### config.mk
export PLATFORM = sky130hd
export DESIGN_NAME = atm_dispense_sequencer_flat
export DESIGN_NICKNAME = d
export VERILOG_FILES = /design/src/rtl/atm_dispense_pkg.sv /design/src/rtl/atm_dispense_sequencer_if.sv /design/src/rtl/atm_note_planner.sv /design/src/rtl/atm_dispense_sequencer.sv /design/src/flat_wrapper.sv
export SDC_FILE = /design/constraint.sdc
export NUM_CORES = 1
export LEC_CHECK = 0
export CORE_MARGIN = 10
export CORE_UTILIZATION = 50
export CTS_CLUSTER_DIAMETER = 120
export CTS_CLUSTER_SIZE = 20
export DETAILED_ROUTE_END_ITERATION = 12
export HOLD_SLACK_MARGIN = 0.03
export PLACE_DENSITY = 0.72
export SLEW_MARGIN = 20
export SYNTH_ARGS = -nofsm -noshare
export SYNTH_HDL_FRONTEND = slang
export SYNTH_HIERARCHICAL = 1
export SYNTH_SLANG_ARGS = --single-unit
### constraint.sdc
create_clock -name i_clk -period 5.9 [get_ports i_clk]
set_input_delay 0.885 -clock i_clk [delete_from_list [all_inputs] [get_ports i_clk]]
set_output_delay 0.885 -clock i_clk [all_outputs]
set_load 0.01 [all_outputs]
### src/rtl/atm_dispense_pkg.sv
// Shared status codes and state encodings for the ATM dispense sequencer and its note planner.
// Codes are kept as plain localparams so legacy tooling can read them.
package atm_dispense_pkg;

   typedef logic [2:0] status_t;
   typedef logic [2:0] state_t;
   typedef logic [1:0] phase_t;

   localparam status_t ST_OK           = 3'd0;
   localparam status_t ST_BAD_AMOUNT   = 3'd1;
   localparam status_t ST_INSUFFICIENT = 3'd2;
   localparam status_t ST_TOO_MANY     = 3'd3;
   localparam status_t ST_JAM          = 3'd4;
   localparam status_t ST_ABORTED      = 3'd5;

   // Sequencer states; PLAN covers the planner's HI/LO/CHECK phases.
   localparam state_t S_IDLE = 3'd0;
   localparam state_t S_PLAN = 3'd1;
   localparam state_t S_PICK = 3'd2;
   localparam state_t S_WAIT = 3'd3;
   localparam state_t S_ERR  = 3'd4;
   localparam state_t S_DONE = 3'd5;

   localparam phase_t P_IDLE  = 2'd0;
   localparam phase_t P_HI    = 2'd1;
   localparam phase_t P_LO    = 2'd2;
   localparam phase_t P_CHECK = 2'd3;

endpackage

### src/rtl/atm_dispense_sequencer_if.sv
// Controller/dispenser bundle: withdrawal handshake, cassette levels, pick/sense and result.
// The controller side is the master; the sequencer is the slave.
interface atm_dispense_sequencer_if #(
   parameter int AMT_W = 16,
   parameter int CNT_W = 8
);
   logic             req_valid;
   logic             req_ready;
   logic [AMT_W-1:0] req_amount;
   logic             abort;
   logic [CNT_W-1:0] cass_hi_level;
   logic [CNT_W-1:0] cass_lo_level;
   logic             pick_hi;
   logic             pick_lo;
   logic             note_sensed;
   logic             busy;
   logic             done;
   logic [2:0]       status;
   logic [CNT_W-1:0] notes_hi;
   logic [CNT_W-1:0] notes_lo;

   modport master (
      output req_valid, req_amount, abort, cass_hi_level, cass_lo_level, note_sensed,
      input  req_ready, pick_hi, pick_lo, busy, done, status, notes_hi, notes_lo
   );

   modport slave (
      input  req_valid, req_amount, abort, cass_hi_level, cass_lo_level, note_sensed,
      output req_ready, pick_hi, pick_lo, busy, done, status, notes_hi, notes_lo
   );
endinterface

### src/rtl/atm_note_planner.sv
// Iterative note-mix planner: one subtraction per cycle, high denomination first, then a
// one-cycle CHECK where o_plan_done pulses with the plan and its verdict.
module atm_note_planner
   import atm_dispense_pkg::*;
#(
   parameter int AMT_W     = 16,
   parameter int CNT_W     = 8,
   parameter int DENOM_HI  = 500,
   parameter int DENOM_LO  = 100,
   parameter int MAX_NOTES = 40
) (
   input  logic             i_clk,
   input  logic             i_rst_n,
   input  logic             i_start,
   input  logic             i_clear,
   input  logic [AMT_W-1:0] i_amount,
   input  logic [CNT_W-1:0] i_lvl_hi,
   input  logic [CNT_W-1:0] i_lvl_lo,
   output logic [CNT_W-1:0] o_plan_hi,
   output logic [CNT_W-1:0] o_plan_lo,
   output logic             o_plan_done,
   output status_t          o_plan_status
);
   localparam logic [AMT_W-1:0] L_HI = AMT_W'(DENOM_HI);
   localparam logic [AMT_W-1:0] L_LO = AMT_W'(DENOM_LO);
   localparam logic [CNT_W:0]   L_MAX = (CNT_W+1)'(MAX_NOTES);

   phase_t           r_phase;
   logic [AMT_W-1:0] r_rem;
   logic [CNT_W-1:0] r_lvl_hi, r_lvl_lo, r_plan_hi, r_plan_lo;
   logic [CNT_W:0]   w_total;

   always_ff @(posedge i_clk or negedge i_rst_n) begin
      if (!i_rst_n) begin
         r_phase   <= P_IDLE;
         r_rem     <= '0;
         r_lvl_hi  <= '0;
         r_lvl_lo  <= '0;
         r_plan_hi <= '0;
         r_plan_lo <= '0;
      end else if (i_clear) begin
         r_phase <= P_IDLE;
      end else if (i_start) begin
         r_rem     <= i_amount;
         r_lvl_hi  <= i_lvl_hi;
         r_lvl_lo  <= i_lvl_lo;
         r_plan_hi <= '0;
         r_plan_lo <= '0;
         r_phase   <= P_HI;
      end else begin
         // Compare before subtract so the remainder never wraps.
         case (r_phase)
            P_HI: if (r_rem >= L_HI && r_plan_hi < r_lvl_hi) begin
                     r_rem     <= r_rem - L_HI;
                     r_plan_hi <= r_plan_hi + 1'b1;
                  end else begin
                     r_phase <= P_LO;
                  end
            P_LO: if (r_rem >= L_LO && r_plan_lo < r_lvl_lo) begin
                     r_rem     <= r_rem - L_LO;
                     r_plan_lo <= r_plan_lo + 1'b1;
                  end else begin
                     r_phase <= P_CHECK;
                  end
            P_CHECK: r_phase <= P_IDLE;
            default: r_phase <= P_IDLE;
         endcase
      end
   end

   assign w_total = {1'b0, r_plan_hi} + {1'b0, r_plan_lo};

   always_comb begin
      o_plan_status = ST_OK;
      if ((r_rem % L_LO) != '0)  o_plan_status = ST_BAD_AMOUNT;
      else if (r_rem != '0)      o_plan_status = ST_INSUFFICIENT;
      else if (w_total > L_MAX)  o_plan_status = ST_TOO_MANY;
   end

   assign o_plan_done = (r_phase == P_CHECK);
   assign o_plan_hi   = r_plan_hi;
   assign o_plan_lo   = r_plan_lo;
endmodule

### src/rtl/atm_dispense_sequencer.sv
// Dispense sequencer: accepts a withdrawal, plans the note mix, then picks one note at a time and
// waits for the exit sensor. `define DISPENSE_RETRY_EN re-picks once after a first sensor timeout.
module atm_dispense_sequencer
   import atm_dispense_pkg::*;
#(
   parameter int AMT_W     = 16,
   parameter int CNT_W     = 8,
   parameter int DENOM_HI  = 500,
   parameter int DENOM_LO  = 100,
   parameter int MAX_NOTES = 40,
   parameter int TIMEOUT   = 255
) (
   input logic                     i_clk,
   input logic                     i_rst_n,
   atm_dispense_sequencer_if.slave ctl
);
   localparam int             TW       = $clog2(TIMEOUT + 1);
   localparam logic [TW-1:0]  TMO_LAST = TW'(TIMEOUT - 1);
   localparam logic [CNT_W-1:0] ONE    = CNT_W'(1);

   state_t           r_state;
   status_t          r_status;
   logic [CNT_W-1:0] r_notes_hi, r_notes_lo, r_left_hi, r_left_lo;
   logic [TW-1:0]    r_timer;
   logic             r_cur_hi, r_abort_pend;

   logic             w_accept, w_start, w_clear, w_plan_done, w_abort_any;
   logic             w_timeout, w_last, w_retry, w_sense;
   logic [CNT_W-1:0] w_plan_hi, w_plan_lo;
   status_t          w_plan_status;

   function automatic logic [CNT_W-1:0] sat_inc(input logic [CNT_W-1:0] v);
      return (&v) ? v : v + 1'b1;
   endfunction

   assign w_accept    = (r_state == S_IDLE) && ctl.req_valid;
   assign w_start     = w_accept && (ctl.req_amount != '0);
   assign w_clear     = (r_state == S_PLAN) && ctl.abort;
   assign w_abort_any = r_abort_pend || ctl.abort;
   assign w_sense     = (r_state == S_WAIT) && ctl.note_sensed;
   assign w_timeout   = (r_state == S_WAIT) && !ctl.note_sensed && (r_timer == TMO_LAST);
   assign w_last      = r_cur_hi ? (r_left_hi == ONE && r_left_lo == '0) : (r_left_lo == ONE);

   atm_note_planner #(
      .AMT_W(AMT_W), .CNT_W(CNT_W), .DENOM_HI(DENOM_HI), .DENOM_LO(DENOM_LO), .MAX_NOTES(MAX_NOTES)
   ) u_planner (
      .i_clk        (i_clk),
      .i_rst_n      (i_rst_n),
      .i_start      (w_start),
      .i_clear      (w_clear),
      .i_amount     (ctl.req_amount),
      .i_lvl_hi     (ctl.cass_hi_level),
      .i_lvl_lo     (ctl.cass_lo_level),
      .o_plan_hi    (w_plan_hi),
      .o_plan_lo    (w_plan_lo),
      .o_plan_done  (w_plan_done),
      .o_plan_status(w_plan_status)
   );

`ifdef DISPENSE_RETRY_EN
   logic r_retried;
   always_ff @(posedge i_clk or negedge i_rst_n) begin
      if (!i_rst_n)                   r_retried <= 1'b0;
      else if (w_accept || w_sense)   r_retried <= 1'b0;
      else if (w_timeout)             r_retried <= 1'b1;
   end
   // A pending abort turns the first timeout straight into JAM rather than a second pick.
   assign w_retry = !r_retried && !w_abort_any;
`else
   assign w_retry = 1'b0;
`endif

   always_ff @(posedge i_clk or negedge i_rst_n) begin
      if (!i_rst_n) begin
         r_state      <= S_IDLE;
         r_status     <= ST_OK;
         r_notes_hi   <= '0;
         r_notes_lo   <= '0;
         r_left_hi    <= '0;
         r_left_lo    <= '0;
         r_timer      <= '0;
         r_cur_hi     <= 1'b0;
         r_abort_pend <= 1'b0;
      end else begin
         case (r_state)
            S_IDLE: if (ctl.req_valid) begin
               r_notes_hi   <= '0;
               r_notes_lo   <= '0;
               r_status     <= ST_OK;
               r_abort_pend <= 1'b0;
               if (ctl.req_amount == '0) begin
                  r_status <= ST_BAD_AMOUNT;
                  r_state  <= S_DONE;
               end else begin
                  r_state <= S_PLAN;
               end
            end
            S_PLAN: if (ctl.abort) begin
               r_status <= ST_ABORTED;
               r_state  <= S_DONE;
            end else if (w_plan_done) begin
               if (w_plan_status == ST_OK) begin
                  r_left_hi <= w_plan_hi;
                  r_left_lo <= w_plan_lo;
                  r_state   <= S_PICK;
               end else begin
                  r_status <= w_plan_status;
                  r_state  <= S_ERR;
               end
            end
            S_PICK: if (ctl.abort) begin
               r_status <= ST_ABORTED;
               r_state  <= S_DONE;
            end else begin
               r_cur_hi <= (r_left_hi != '0);
               r_timer  <= '0;
               r_state  <= S_WAIT;
            end
            S_WAIT: begin
               r_timer <= r_timer + 1'b1;
               // A sense on the last timeout cycle still counts as delivered.
               if (ctl.note_sensed) begin
                  if (r_cur_hi) begin
                     r_left_hi  <= r_left_hi - 1'b1;
                     r_notes_hi <= sat_inc(r_notes_hi);
                  end else begin
                     r_left_lo  <= r_left_lo - 1'b1;
                     r_notes_lo <= sat_inc(r_notes_lo);
                  end
                  if (w_abort_any) begin
                     r_status <= ST_ABORTED;
                     r_state  <= S_DONE;
                  end else if (w_last) begin
                     r_state <= S_DONE;
                  end else begin
                     r_state <= S_PICK;
                  end
               end else if (w_timeout) begin
                  if (w_retry) begin
                     r_state <= S_PICK;
                  end else begin
                     r_status <= ST_JAM;
                     r_state  <= S_ERR;
                  end
               end else if (ctl.abort) begin
                  r_abort_pend <= 1'b1;
               end
            end
            S_ERR:   r_state <= S_DONE;
            S_DONE:  r_state <= S_IDLE;
            default: r_state <= S_IDLE;
         endcase
      end
   end

   assign ctl.req_ready = (r_state == S_IDLE);
   assign ctl.busy      = (r_state != S_IDLE);
   assign ctl.done      = (r_state == S_DONE);
   assign ctl.pick_hi   = (r_state == S_PICK) && !ctl.abort && (r_left_hi != '0);
   assign ctl.pick_lo   = (r_state == S_PICK) && !ctl.abort && (r_left_hi == '0) && (r_left_lo != '0);
   assign ctl.status    = r_status;
   assign ctl.notes_hi  = r_notes_hi;
   assign ctl.notes_lo  = r_notes_lo;
endmodule
### src/flat_wrapper.sv
// flat-port wrapper written by rule: the top's interface ports become plain ports
module atm_dispense_sequencer_flat import atm_dispense_pkg::*;
#(
   parameter int AMT_W     = 16,
   parameter int CNT_W     = 8,
   parameter int DENOM_HI  = 500,
   parameter int DENOM_LO  = 100,
   parameter int MAX_NOTES = 40,
   parameter int TIMEOUT   = 255
)
  (i_clk, i_rst_n, ctl_req_valid, ctl_req_amount, ctl_abort, ctl_cass_hi_level, ctl_cass_lo_level, ctl_note_sensed, ctl_req_ready, ctl_pick_hi, ctl_pick_lo, ctl_busy, ctl_done, ctl_status, ctl_notes_hi, ctl_notes_lo);
  atm_dispense_sequencer_if #(.AMT_W(AMT_W), .CNT_W(CNT_W)) ctl_i ();
  input logic i_clk;
  input logic i_rst_n;
  input wire logic [$bits(ctl_i.req_valid)-1:0] ctl_req_valid;
  input wire logic [$bits(ctl_i.req_amount)-1:0] ctl_req_amount;
  input wire logic [$bits(ctl_i.abort)-1:0] ctl_abort;
  input wire logic [$bits(ctl_i.cass_hi_level)-1:0] ctl_cass_hi_level;
  input wire logic [$bits(ctl_i.cass_lo_level)-1:0] ctl_cass_lo_level;
  input wire logic [$bits(ctl_i.note_sensed)-1:0] ctl_note_sensed;
  output wire logic [$bits(ctl_i.req_ready)-1:0] ctl_req_ready;
  output wire logic [$bits(ctl_i.pick_hi)-1:0] ctl_pick_hi;
  output wire logic [$bits(ctl_i.pick_lo)-1:0] ctl_pick_lo;
  output wire logic [$bits(ctl_i.busy)-1:0] ctl_busy;
  output wire logic [$bits(ctl_i.done)-1:0] ctl_done;
  output wire logic [$bits(ctl_i.status)-1:0] ctl_status;
  output wire logic [$bits(ctl_i.notes_hi)-1:0] ctl_notes_hi;
  output wire logic [$bits(ctl_i.notes_lo)-1:0] ctl_notes_lo;
  assign ctl_i.req_valid = ctl_req_valid;
  assign ctl_i.req_amount = ctl_req_amount;
  assign ctl_i.abort = ctl_abort;
  assign ctl_i.cass_hi_level = ctl_cass_hi_level;
  assign ctl_i.cass_lo_level = ctl_cass_lo_level;
  assign ctl_i.note_sensed = ctl_note_sensed;
  assign ctl_req_ready = ctl_i.req_ready;
  assign ctl_pick_hi = ctl_i.pick_hi;
  assign ctl_pick_lo = ctl_i.pick_lo;
  assign ctl_busy = ctl_i.busy;
  assign ctl_done = ctl_i.done;
  assign ctl_status = ctl_i.status;
  assign ctl_notes_hi = ctl_i.notes_hi;
  assign ctl_notes_lo = ctl_i.notes_lo;
  atm_dispense_sequencer #(.AMT_W(AMT_W), .CNT_W(CNT_W), .DENOM_HI(DENOM_HI), .DENOM_LO(DENOM_LO), .MAX_NOTES(MAX_NOTES), .TIMEOUT(TIMEOUT)) u_core (.i_clk(i_clk), .i_rst_n(i_rst_n), .ctl(ctl_i));
endmodule
## After elaboration in Yosys (flattened, before gate mapping)

Index checks and enable logic that the tools add are counted.
W data, S select, Z words.

- Bits in registers: 98

- $add $sub $neg: 10
- Equality and inequality tests: 33
- Magnitude comparators: 5
- Div/mod/pow operators: 1
- Mux-type cells: 67
- Reduce and logical (&&, ||, !) cells: 51
- Bitwise gates (word level): 2

Operators with widths:

| cell | count |
|---|---|
| $mux W8 | 24 |
| $pmux W8 S2 | 5 |
| $mux W3 | 17 |
| $mux W16 | 3 |
| $reduce_bool A16 Y1 | 3 |
| $add A8 B1 Y8 const B | 5 |
| $pmux W16 S2 | 1 |
| $ne A2 B2 Y1 const B | 13 |
| $eq A8 B1 Y1 const B | 2 |
| $ge A16 B7 Y1 const B | 1 |
| $ge A16 B9 Y1 const B | 1 |
| $logic_not A16 Y1 | 1 |
| $logic_not A8 Y1 | 2 |
| $lt A8 B8 Y1 | 2 |
| $mod A16 B7 Y16 const B | 1 |
| $reduce_and A8 Y1 | 2 |
| $reduce_bool A8 Y1 | 2 |
| $sub A16 B7 Y16 const B | 1 |
| $sub A16 B9 Y16 const B | 1 |
| $sub A8 B1 Y8 const B | 2 |
| $pmux W3 S5 | 1 |
| $reduce_and A5 Y1 | 3 |
| $mux W2 | 7 |
| $reduce_bool A2 Y1 | 7 |
| 28 further kinds | 62 |

## Longest topological paths before layout

Gate-level depths: netlist of run 1.

- Depth in word-level cells: 10
- Gate-level depth with buffers: 31
- Gate-level depth less buffers: 24

## Cells and area by module

The synthesis of run 1 kept the hierarchy.

Modules (own cells, without submodules):

| module | times used | area each (µm²) | cells each |
|---|---|---|---|
| atm_note_planner | 1 | 5509.0 | 704 |
| atm_dispense_sequencer | 1 | 2989.1 | 344 |

## Least setup slack after synthesis of run 1

Ideal clock, no wire load.

- Path kind: reg-to-reg
- From: register u_core.u_planner.r_rem[11]
- To: register u_core.r_left_lo[7]
- Period minus slack after synthesis: 6.488 ns
- Buffers on the path: 2
- Setup time: 0.124 ns
- Arrival: 6.364 ns
- Stages on the path, launching flop included: 27
- Setup slack: -0.588 ns
- Cell sequence: dfrtp_1 -> buf_6 -> o311ai_1 -> o31ai_1 -> a21o_2 -> a2111oi_4 -> a21oi_1 -> a21o_1 -> a221oi_4 -> mux2_4 -> o32ai_1 -> a221oi_2 -> o31ai_2 -> a22oi_2 -> o21ai_1 -> a211o_4 -> a221oi_2 -> or4b_1 -> and2_1 -> o41ai_2 -> nand4_1 -> nor3_1 -> nand3_2 -> o22ai_1 -> buf_2 -> o21ai_0 -> o2bb2ai_1

- Cells in the longest elaborated chain, start to end: 6
- Elaborated cells between the ends (all ways): 8
- Those cells by class: div: 1; eq/ne: 1; mux: 2; reduce/logical: 4

RTL lines:

| item | RTL line | source |
|---|---|---|
| start: declaration | atm_note_planner.sv:29 | `logic [AMT_W-1:0] r_rem;` |
| start signal: assignment | atm_note_planner.sv:44 | `r_rem <= i_amount;` |
| start signal: assignment | atm_note_planner.sv:54 | `r_rem <= r_rem - L_HI;` |
| start signal: assignment | atm_note_planner.sv:60 | `r_rem <= r_rem - L_LO;` |
| $mod A16 B7 Y16 / $reduce_bool A16 Y1 (equally long branches) | atm_note_planner.sv:75, atm_note_planner.sv:76 |  |
| $reduce_bool A16 Y1 / $mux W2 (equally long branches) | atm_note_planner.sv:75, atm_note_planner.sv:76 |  |
| $mux W2 (*) | atm_note_planner.sv:75 | `if ((r_rem % L_LO) != '0) o_plan_status = ST_BAD_AMOUNT;` |
| net u_core.w_plan_status[0] | atm_dispense_sequencer.sv:30 | `status_t w_plan_status;` |
| $logic_not A3 Y1 (*) | atm_dispense_sequencer.sv:102 | `if (w_plan_status == ST_OK) begin` |
| $ne A2 B2 Y1 (no source line) (*) | -- |  |
| $reduce_and A6 Y1 (no source line) (*) | -- |  |
| end signal: assignment | atm_dispense_sequencer.sv:104 | `r_left_lo <= w_plan_lo;` |
| end signal: assignment | atm_dispense_sequencer.sv:127 | `r_left_lo <= r_left_lo - 1'b1;` |
| end: declaration | atm_dispense_sequencer.sv:23 | `logic [CNT_W-1:0] r_notes_hi, r_notes_lo, r_left_hi, r_left_lo;` |

The timed path passes the listed nets; every way through them passes the cells marked *.
A chain may end at the register's enable or synchronous reset.

## Worst setup path in the final report of run 1

- From: register u_core.u_planner.r_rem[12]
- To: register u_core.r_left_hi[7]

- Cells in the longest elaborated chain, start to end: 6
- Elaborated cells between the ends (all ways): 8
- Those cells by class: div: 1; eq/ne: 1; mux: 2; reduce/logical: 4

RTL lines:

| item | RTL line | source |
|---|---|---|
| $mod A16 B7 Y16 / $reduce_bool A16 Y1 (equally long branches) | atm_note_planner.sv:75, atm_note_planner.sv:76 |  |
| $reduce_bool A16 Y1 / $mux W2 (equally long branches) | atm_note_planner.sv:75, atm_note_planner.sv:76 |  |
| $mux W2 (*) | atm_note_planner.sv:75 |  |
| net u_core.w_plan_status[0] | atm_dispense_sequencer.sv:30 |  |
| $logic_not A3 Y1 (*) | atm_dispense_sequencer.sv:102 |  |
| $ne A2 B2 Y1 (no source line) (*) | -- |  |
| $reduce_and A6 Y1 (no source line) (*) | -- |  |
| end signal: assignment | atm_dispense_sequencer.sv:103 | `r_left_hi <= w_plan_hi;` |
| end signal: assignment | atm_dispense_sequencer.sv:124 | `r_left_hi <= r_left_hi - 1'b1;` |
| end: declaration | atm_dispense_sequencer.sv:23 |  |

Marks and branches as above.

==> results of run 1 <==
[layout by cell type (no fill, tap or decap), drive strengths merged, types with 9 or more instances in the layout]
cell type        n
buf            189
o21ai          105
dfrtp           98
nand2           94
nor2            86
a21oi           76
clkdlybuf4s50   59
inv             46
nand3           43
nor3            39
ha              37
nand2b          21
xor2            20
and3            19
nand4           15
nor2b           15
and2            14
clkbuf          14
a211oi          14
nor4            13
mux2i           12
o22ai           12
xnor2           12
a21o            11
a22oi           11
o211ai          11
or3             11
a31oi           11
mux2             9
o21a             9
[worst max-delay path: cells and delay by family (launching register included)]
kind / cells / cell delay, ns
muxes: 2 / 0.36
AOI/OAI and AO/OA: 17 / 3.61
buffers and inverters: 7 / 1.19
DFF: 1 / 0.45
and+or+nand+nor: 5 / 0.97
[metal layers]
metal	vias up	wire [um]	track usage
li1	4289	-	-
met1	4274	11300	0.268
met2	290	13300	0.378
met3	47	1240	0.0327
met4	0	525	0.0661
met5	-	0	0
[layout make-up]
cell class	count	area share
Clock inverter	4	0.00648
Inverter	46	0.0149
Clock buffer	12	0.0213
Multi-Input combinational cell	843	0.536
Sequential cell	98	0.212
Tap cell	220	0.0238
Timing Repair Buffer	251	0.186
[worst paths after layout]
path | startpoint | to | slack (ns) | cells after the start
setup / recovery | u_core/u_planner/r_rem[12] | u_core/r_left_hi[7] | -0.86 | 31
hold / removal | u_core/u_planner/r_lvl_hi[0] | u_core/u_planner/r_lvl_hi[0] | 0.48 | 2
setup reg to reg | u_core/u_planner/r_rem[12] | u_core/r_left_hi[7] | -0.86 | 31
hold reg to reg | u_core/u_planner/r_lvl_hi[0] | u_core/u_planner/r_lvl_hi[0] | 0.48 | 2
max in group asynchronous | i_rst_n | u_core/r_left_lo[7] | 4.22 | 2
min in group asynchronous | i_rst_n | u_core/ctl.notes_lo[4] | 0.53 | 1
[flip-flops by register name (all words and copies together), names as in the netlist, 8 cells and up]
| register | count |
|---|---|
| u_core/u_planner/o_plan_hi | 8 |
| u_core/r_left_hi | 8 |
| u_core/u_planner/o_plan_lo | 8 |
| u_core/u_planner/r_rem | 16 |
| u_core/r_left_lo | 8 |
| u_core/ctl.notes_lo | 8 |
| u_core/u_planner/r_lvl_hi | 8 |
| u_core/r_timer | 8 |
| u_core/ctl.notes_hi | 8 |
| u_core/u_planner/r_lvl_lo | 8 |
[through the flow]
step / setup slack [ns] / hold WS, ns / std cells / cell area, sq um / setup TNS [ns]
floorplan: -0.267 / 0.447 / 1048 / 8620 / -4.09
global placement: -0.596 / 0.466 / 1413 / 10300 / -10.93
detailed placement: -0.693 / 0.470 / 1413 / 10300 / -13.35
CTS: -0.566 / 0.486 / 1455 / 11100 / -10.08
global route: -1.10 / 0.519 / 1474 / 11600 / -21.83
finish: -0.858 / 0.483 / 1474 / 11600 / -16.59
[cell families (layout without fill, tap and decap cells)]
group / count (synthesis) / count (layout) / synth area share
flip-flops: 98 / 98 / 0.289
other: 1 / 1 / 0.000441
AO/OA/AOI/OAI: 347 / 347 / 0.286
adder cells (fa/ha/maj): 43 / 43 / 0.0629
XOR/XNOR: 32 / 32 / 0.0330
AND/OR/NAND/NOR: 399 / 399 / 0.242
buffers and inverters: 107 / 313 / 0.0593
multiplexers: 21 / 21 / 0.0274
[what timing repair did]
item                       4_1_cts  5_1_grt
cloned                           1        1
resized for setup               73       71
setup buffers                   25       21
pin swaps                       20       34
setup endpoints to repair       21       21
==> summary.md, run 1 <==
| Metric | Value |
|---|---|
| Outcome | `complete, but fails checks` |
| Failing checks | `negative setup slack` |
| Period utilisation layout | `1.15` |
| Core area | `~17,000 sq um` |
| Sequential share of the synthesized area | `0.289` |
| Slowest CP cell | `dfrtp_2` |
| Gpl congestion | `0.939` |
| Setup ws final | `-0.858 ns` |
| Fill cells | `1,292` |
| Final Skew | `0.0110 ns` |
| Synth unique cells | `110` |
| Type of element launching the critical path | `register` |
| Pin count of the biggest net entering global routing | `54` |
| Hold WC Path Type | `reg2reg` |
| GRT Util Overall | `0.216` |
| Final Max Tran Viols | `0` |
| Main synth FF type | `dfrtp_1` |
| Ant. Diodes | `0` |
| Drt pass-1 iters | `5` |
| Main area contributors after synthesis | `dfrtp_1 (29%), o21ai_0 (5.5%), ha_1 (5.4%), a21oi_1 (4.4%), nand2_1 (4.0%)` |
| CP endpoint kind | `register` |
| F_max | `approximately 150 MHz` |
| WL final | `26,400 um` |
| Layout area overhead | `36.2%` |
| Flip-flop and latch area | `2460 sq um` |
| Initial antenna violation count | `0` |
| CP peak stage delay | `0.45 ns` |
| Post-synth EDFFs | `0` |
| Clock Sink Count | `98` |
| Final hold violations | `0` |
| Die W | `150 um` |
| Final Util | `0.696` |
| CP most frequent cell | `buf_4` |
| Hold-fix buffers, CTS | `0` |
| Via/cell ratio | `6.04` |
| Max-Cap Viols | `0` |
| First-pass GRT wire length | `40,900 um` |
| Port-buffer cells | `60` |
| Syn Std Cell Area | `8500 sq um` |
| Max clock buf depth | `2` |
| Area taken by multi-input logic gates | `6200 sq um` |
| Worst-Skew Late Latency | `0.36 ns` |
| Routed wire per std cell | `about 18 um` |
| Setup CP Type | `reg2reg` |
| Via count | `between 8,000 and 9,000` |
| DP HPWL | `between 15,000 and 20,000 um` |
| Final min period | `6.76 ns` |
| Num CTS Buffers | `9` |
| Worst slew margin | `0.330` |
| Worst Path Required | `between 6 and 7 ns` |
| Die footprint | `22,600 sq um` |
| Slew @ Worst Pin | `1.00 ns` |
| WP data arrival | `6.95 ns` |
| Clock Pin Slew Worst Setup and Hold Paths | `0.07 ns` |
| Syn nets | `between 1,000 and 1,500` |
| FP Rows | `47` |
| Die Ht | `150 um` |
| Vias in the first global route | `8,402` |
| DRC violations left | `0` |
| Routed Antenna Nets | `0` |
| Cells after Synth | `around 1,000` |
| Yosys reg bits | `98` |
| Gr ovfl total | `0` |
| Maximum level of the CTS H-tree | `3` |
| Setup violations, final | `21` |
| Post-synth top area share | `0.289` |
| Count leader, synth | `dfrtp_1` |
| Drt initial violations | `616` |
| Crit Path Max Fanout | `5` |
| RSZ-0062 raised after global routing | `true` |
| Yosys warning count | `6` |
| Synthesized area per cell | `8.11 sq um` |
| CTS tree | `yes` |
| Initial core utilization | `0.511` |
| Final net count | `~1,300` |
| Share of cells above drive strength 1 | `0.279` |
| I/O pins | `61` |
| CTS Root Cell | `clkbuf_16` |
| Synth area leader | `dfrtp_1` |
| Most frequent cells after synthesis | `dfrtp_1 (98), o21ai_0 (93), nand2_1 (91)` |
| Async set or reset register ratio after synthesis | `1.00` |
Power of run 1 is left out: the tool's default activity adds up to more than one toggle a clock period on the data nets, which glitch-free logic cannot reach.
==> inputs of run 2 (changes only) <==
--- a/config.mk
+++ b/config.mk
@@ -5,7 +5,7 @@
 export SDC_FILE = /design/constraint.sdc
 export NUM_CORES = 1
 export LEC_CHECK = 0
-export CORE_MARGIN = 10
+export CORE_MARGIN = 5
 export CORE_UTILIZATION = 50
 export CTS_CLUSTER_DIAMETER = 120
 export CTS_CLUSTER_SIZE = 20
==> run 2 against run 1 <==
The flow still finishes with violations (negative setup slack). Wire length shrank 8.3%. Design area shrank 5.7%. Final cell count shrank 2.3%.
==> summary.md, run 2 (synthesis results as in run 1) <==
| Metric | Value |
|---|---|
| Worst-Skew Late Latency | `0.36 ns (about the same)` |
| Reg2Reg Setup Slack | `-0.67 ns (+0.19 ns)` |
| Failing checks | `negative setup slack` |
| Gr ovfl total | `0 (unchanged)` |
| Reg-to-Reg Start | `u_core/u_planner/r_rem[15]` |
| Die W | `140 um (-6.7%)` |
| Crit Path Max Fanout | `8 (+3)` |
| Period utilisation layout | `1.11 (-0.0320)` |
| Via/cell ratio | `5.93 (-1.7%)` |
| Clock Sink Count | `98 (unchanged)` |
| Worst path top cell family by delay | `compound AO/OA/AOI/OAI gates` |
| F_max | `152 MHz (+2.9%)` |
| Die footprint | `19,700 sq um (-13%)` |
| Reg2reg end | `u_core/r_left_lo[5]` |
| Core area | `16,600 sq um (unchanged)` |
| Final Skew | `0.00857 ns (-0.00245 ns)` |
| GRT Util Overall | `0.241 (+0.0243)` |
| Layout area overhead | `28.5%` |
| Setup violations, final | `21 (unchanged)` |
| R2R depth | `31 (unchanged)` |
| Port-buffer cells | `60 (unchanged)` |
| I/O pins | `61 (unchanged)` |
| Routed Antenna Nets | `0 (unchanged)` |
| CP most frequent cell | `buf_4` |
| Slew @ Worst Pin | `0.977 ns (-0.0261 ns)` |
| Worst slew margin | `0.347 (+0.0174)` |
| CP Buf/Inv Count | `7 (unchanged)` |
| Sum Neg Setup Slack | `-13.09 ns (+3.50 ns)` |
| Gpl congestion | `0.928 (-1.2%)` |
| Fill cells | `1,401 (+8.4%)` |
| Via count | `8,543 (-4.0%)` |
| Max reg flops | `16 (unchanged)` |
| Worst Hold Launch | `u_core/u_planner/r_lvl_lo[0]` |
| Final hold violations | `0 (unchanged)` |
| Most frequent cells in the layout | `buf_4 (151), dfrtp_1 (93), nand2_1 (91), o21ai_0 (86), nor2_1 (85)` |
| Max-Cap Viols | `0 (unchanged)` |
| Post-placement cell count | `1,405 (-0.57%)` |
| RSZ-0062 raised after global routing | `true` |
| Maximum level of the CTS H-tree | `3 (unchanged)` |
| Num CTS Buffers | `9 (unchanged)` |
| Share of cells above drive strength 1 | `0.230 (-0.0496)` |
| Most flops, register | `u_core/u_planner/r_rem` |
| Worst Path Required | `6.19 ns (+0.10 ns)` |
| Initial core utilization | `0.511 (unchanged)` |
| Finished Layout Cells | `1,440 (-2.3%)` |
| First-pass GRT wire length | `39,900 um (-2.3%)` |
| Final Util | `0.656 (-0.0395)` |
| FP Rows | `47 (unchanged)` |
| Drt pass-1 iters | `5 (unchanged)` |
| WL final | `24,200 um (-8.3%)` |
| Initial antenna violation count | `0 (unchanged)` |
| Hold path depth | `2 (unchanged)` |
| Max clock buf depth | `2 (unchanged)` |
| Routed wire per std cell | `16.8 um (-6.1%)` |
| Final net count | `1,290 (-2.6%)` |
| WP data arrival | `6.86 ns (-0.09 ns)` |
| Clock Pin Slew Worst Setup and Hold Paths | `0.07 ns (about the same)` |
| Final Cell Area | `10,900 sq um (-5.7%)` |
| Final min period | `6.57 ns (-0.189 ns)` |
| Drt initial violations | `623 (+1.1%)` |
| Slowest CP cell | `a2111oi_4` |
| DP Area | `10,200 sq um (-0.46%)` |
| Setup ws final | `-0.669 ns (+0.189 ns)` |
| Final Max Tran Viols | `0 (unchanged)` |
| Outcome | `complete, but fails checks` |
| DP HPWL | `17,900 um (+0.81%)` |
| Vias in the first global route | `8,256 (-1.7%)` |
| Worst hold endpoint | `u_core/u_planner/r_lvl_lo[0]` |
| Setup CP Type | `reg2reg` |
| Hold WC Path Type | `reg2reg` |
| CTS Root Cell | `clkbuf_16` |
| Most common cell after layout, fill and taps aside | `buf_4` |
| CP startpoint | `u_core/u_planner/r_rem[15]` |
| Ant. Diodes | `0 (unchanged)` |
| CP peak stage delay | `0.47 ns (+0.02 ns)` |
| CTS tree | `yes` |
| Die Ht | `140 um (-6.7%)` |
| Type of element launching the critical path | `register` |
| Pin count of the biggest net entering global routing | `51 (-5.6%)` |
| CP endpoint kind | `register` |
| DRC violations left | `0 (unchanged)` |
## run 2: cell types whose count changed in the layout (fill, tap and decap cells not counted), moves of 3 or more
cell | previous run | this run
a21boi_2 | 3 | 0
a21oi_1 | 59 | 62
a31oi_4 | 4 | 1
buf_4 | 167 | 151
buf_6 | 20 | 5
o21ai_0 | 80 | 86
o21ai_2 | 6 | 2
xnor2_1 | 8 | 12
xnor2_2 | 4 | 0
## run 2: layout make-up
class                           instances  area (sq um)  share of cell area
Clock buffer                           11           243              0.0222
Clock inverter                          5          38.8             0.00355
Inverter                               46           173              0.0158
Multi-Input combinational cell        843          5910               0.541
Sequential cell                        98          2460               0.225
Tap cell                              220           275              0.0252
Timing Repair Buffer                  217          1820               0.167
## run 2: how the worst max path moves through the flow
stage | end | cells past startpoint
final | u_core/r_left_lo[5] | 31
after global routing | u_core/r_left_hi[4] | 30
after CTS | u_core/r_left_lo[4] | 28
after detailed placement | u_core/r_left_lo[4] | 29
after global placement | u_core/ctl.status[1] | 26
after floorplan | u_core/r_left_hi[6] | 27
## run 2: metal layers
metal	up-vias	wire (um)	GRT usage
met4	0	607	0.0841
met1	4057	10700	0.316
met5	-	0	0
met3	43	1070	0.0331
li1	4215	-	-
met2	228	11800	0.407
## run 2: what timing repair did
item,4_1_cts,5_1_grt
pin swaps,10,11
setup endpoints to repair,21,21
gates resized for setup,30,33
buffers inserted,8,12
hold buffers,0,0
## run 2: per-stage QoR
stage / hold WS (ns) / setup slack, ns
3_3_place_gp: 0.464 / -0.660
4_1_cts: 0.496 / -0.562
2_1_floorplan: 0.447 / -0.267
5_1_grt: 0.536 / -1.00
3_5_place_dp: 0.472 / -0.734
6_report: 0.492 / -0.669
## run 2: worst min-delay path, delay by kind of cell (launching register included)
kind          cells  cell delay [ns]
flops             1             0.35
simple gates      2             0.11
Power of run 2 is left out for the same reason.
==> inputs of run 3 (changes only) <==
--- a/config.mk
+++ b/config.mk
@@ -17,3 +17,4 @@
 export SYNTH_HDL_FRONTEND = slang
 export SYNTH_HIERARCHICAL = 1
 export SYNTH_SLANG_ARGS = --single-unit
+export TNS_END_PERCENT = 100
==> results of run 3 <==
No change in the layout: final DEF, timing and power equal those of run 2.
Power of run 3 is left out for the same reason.
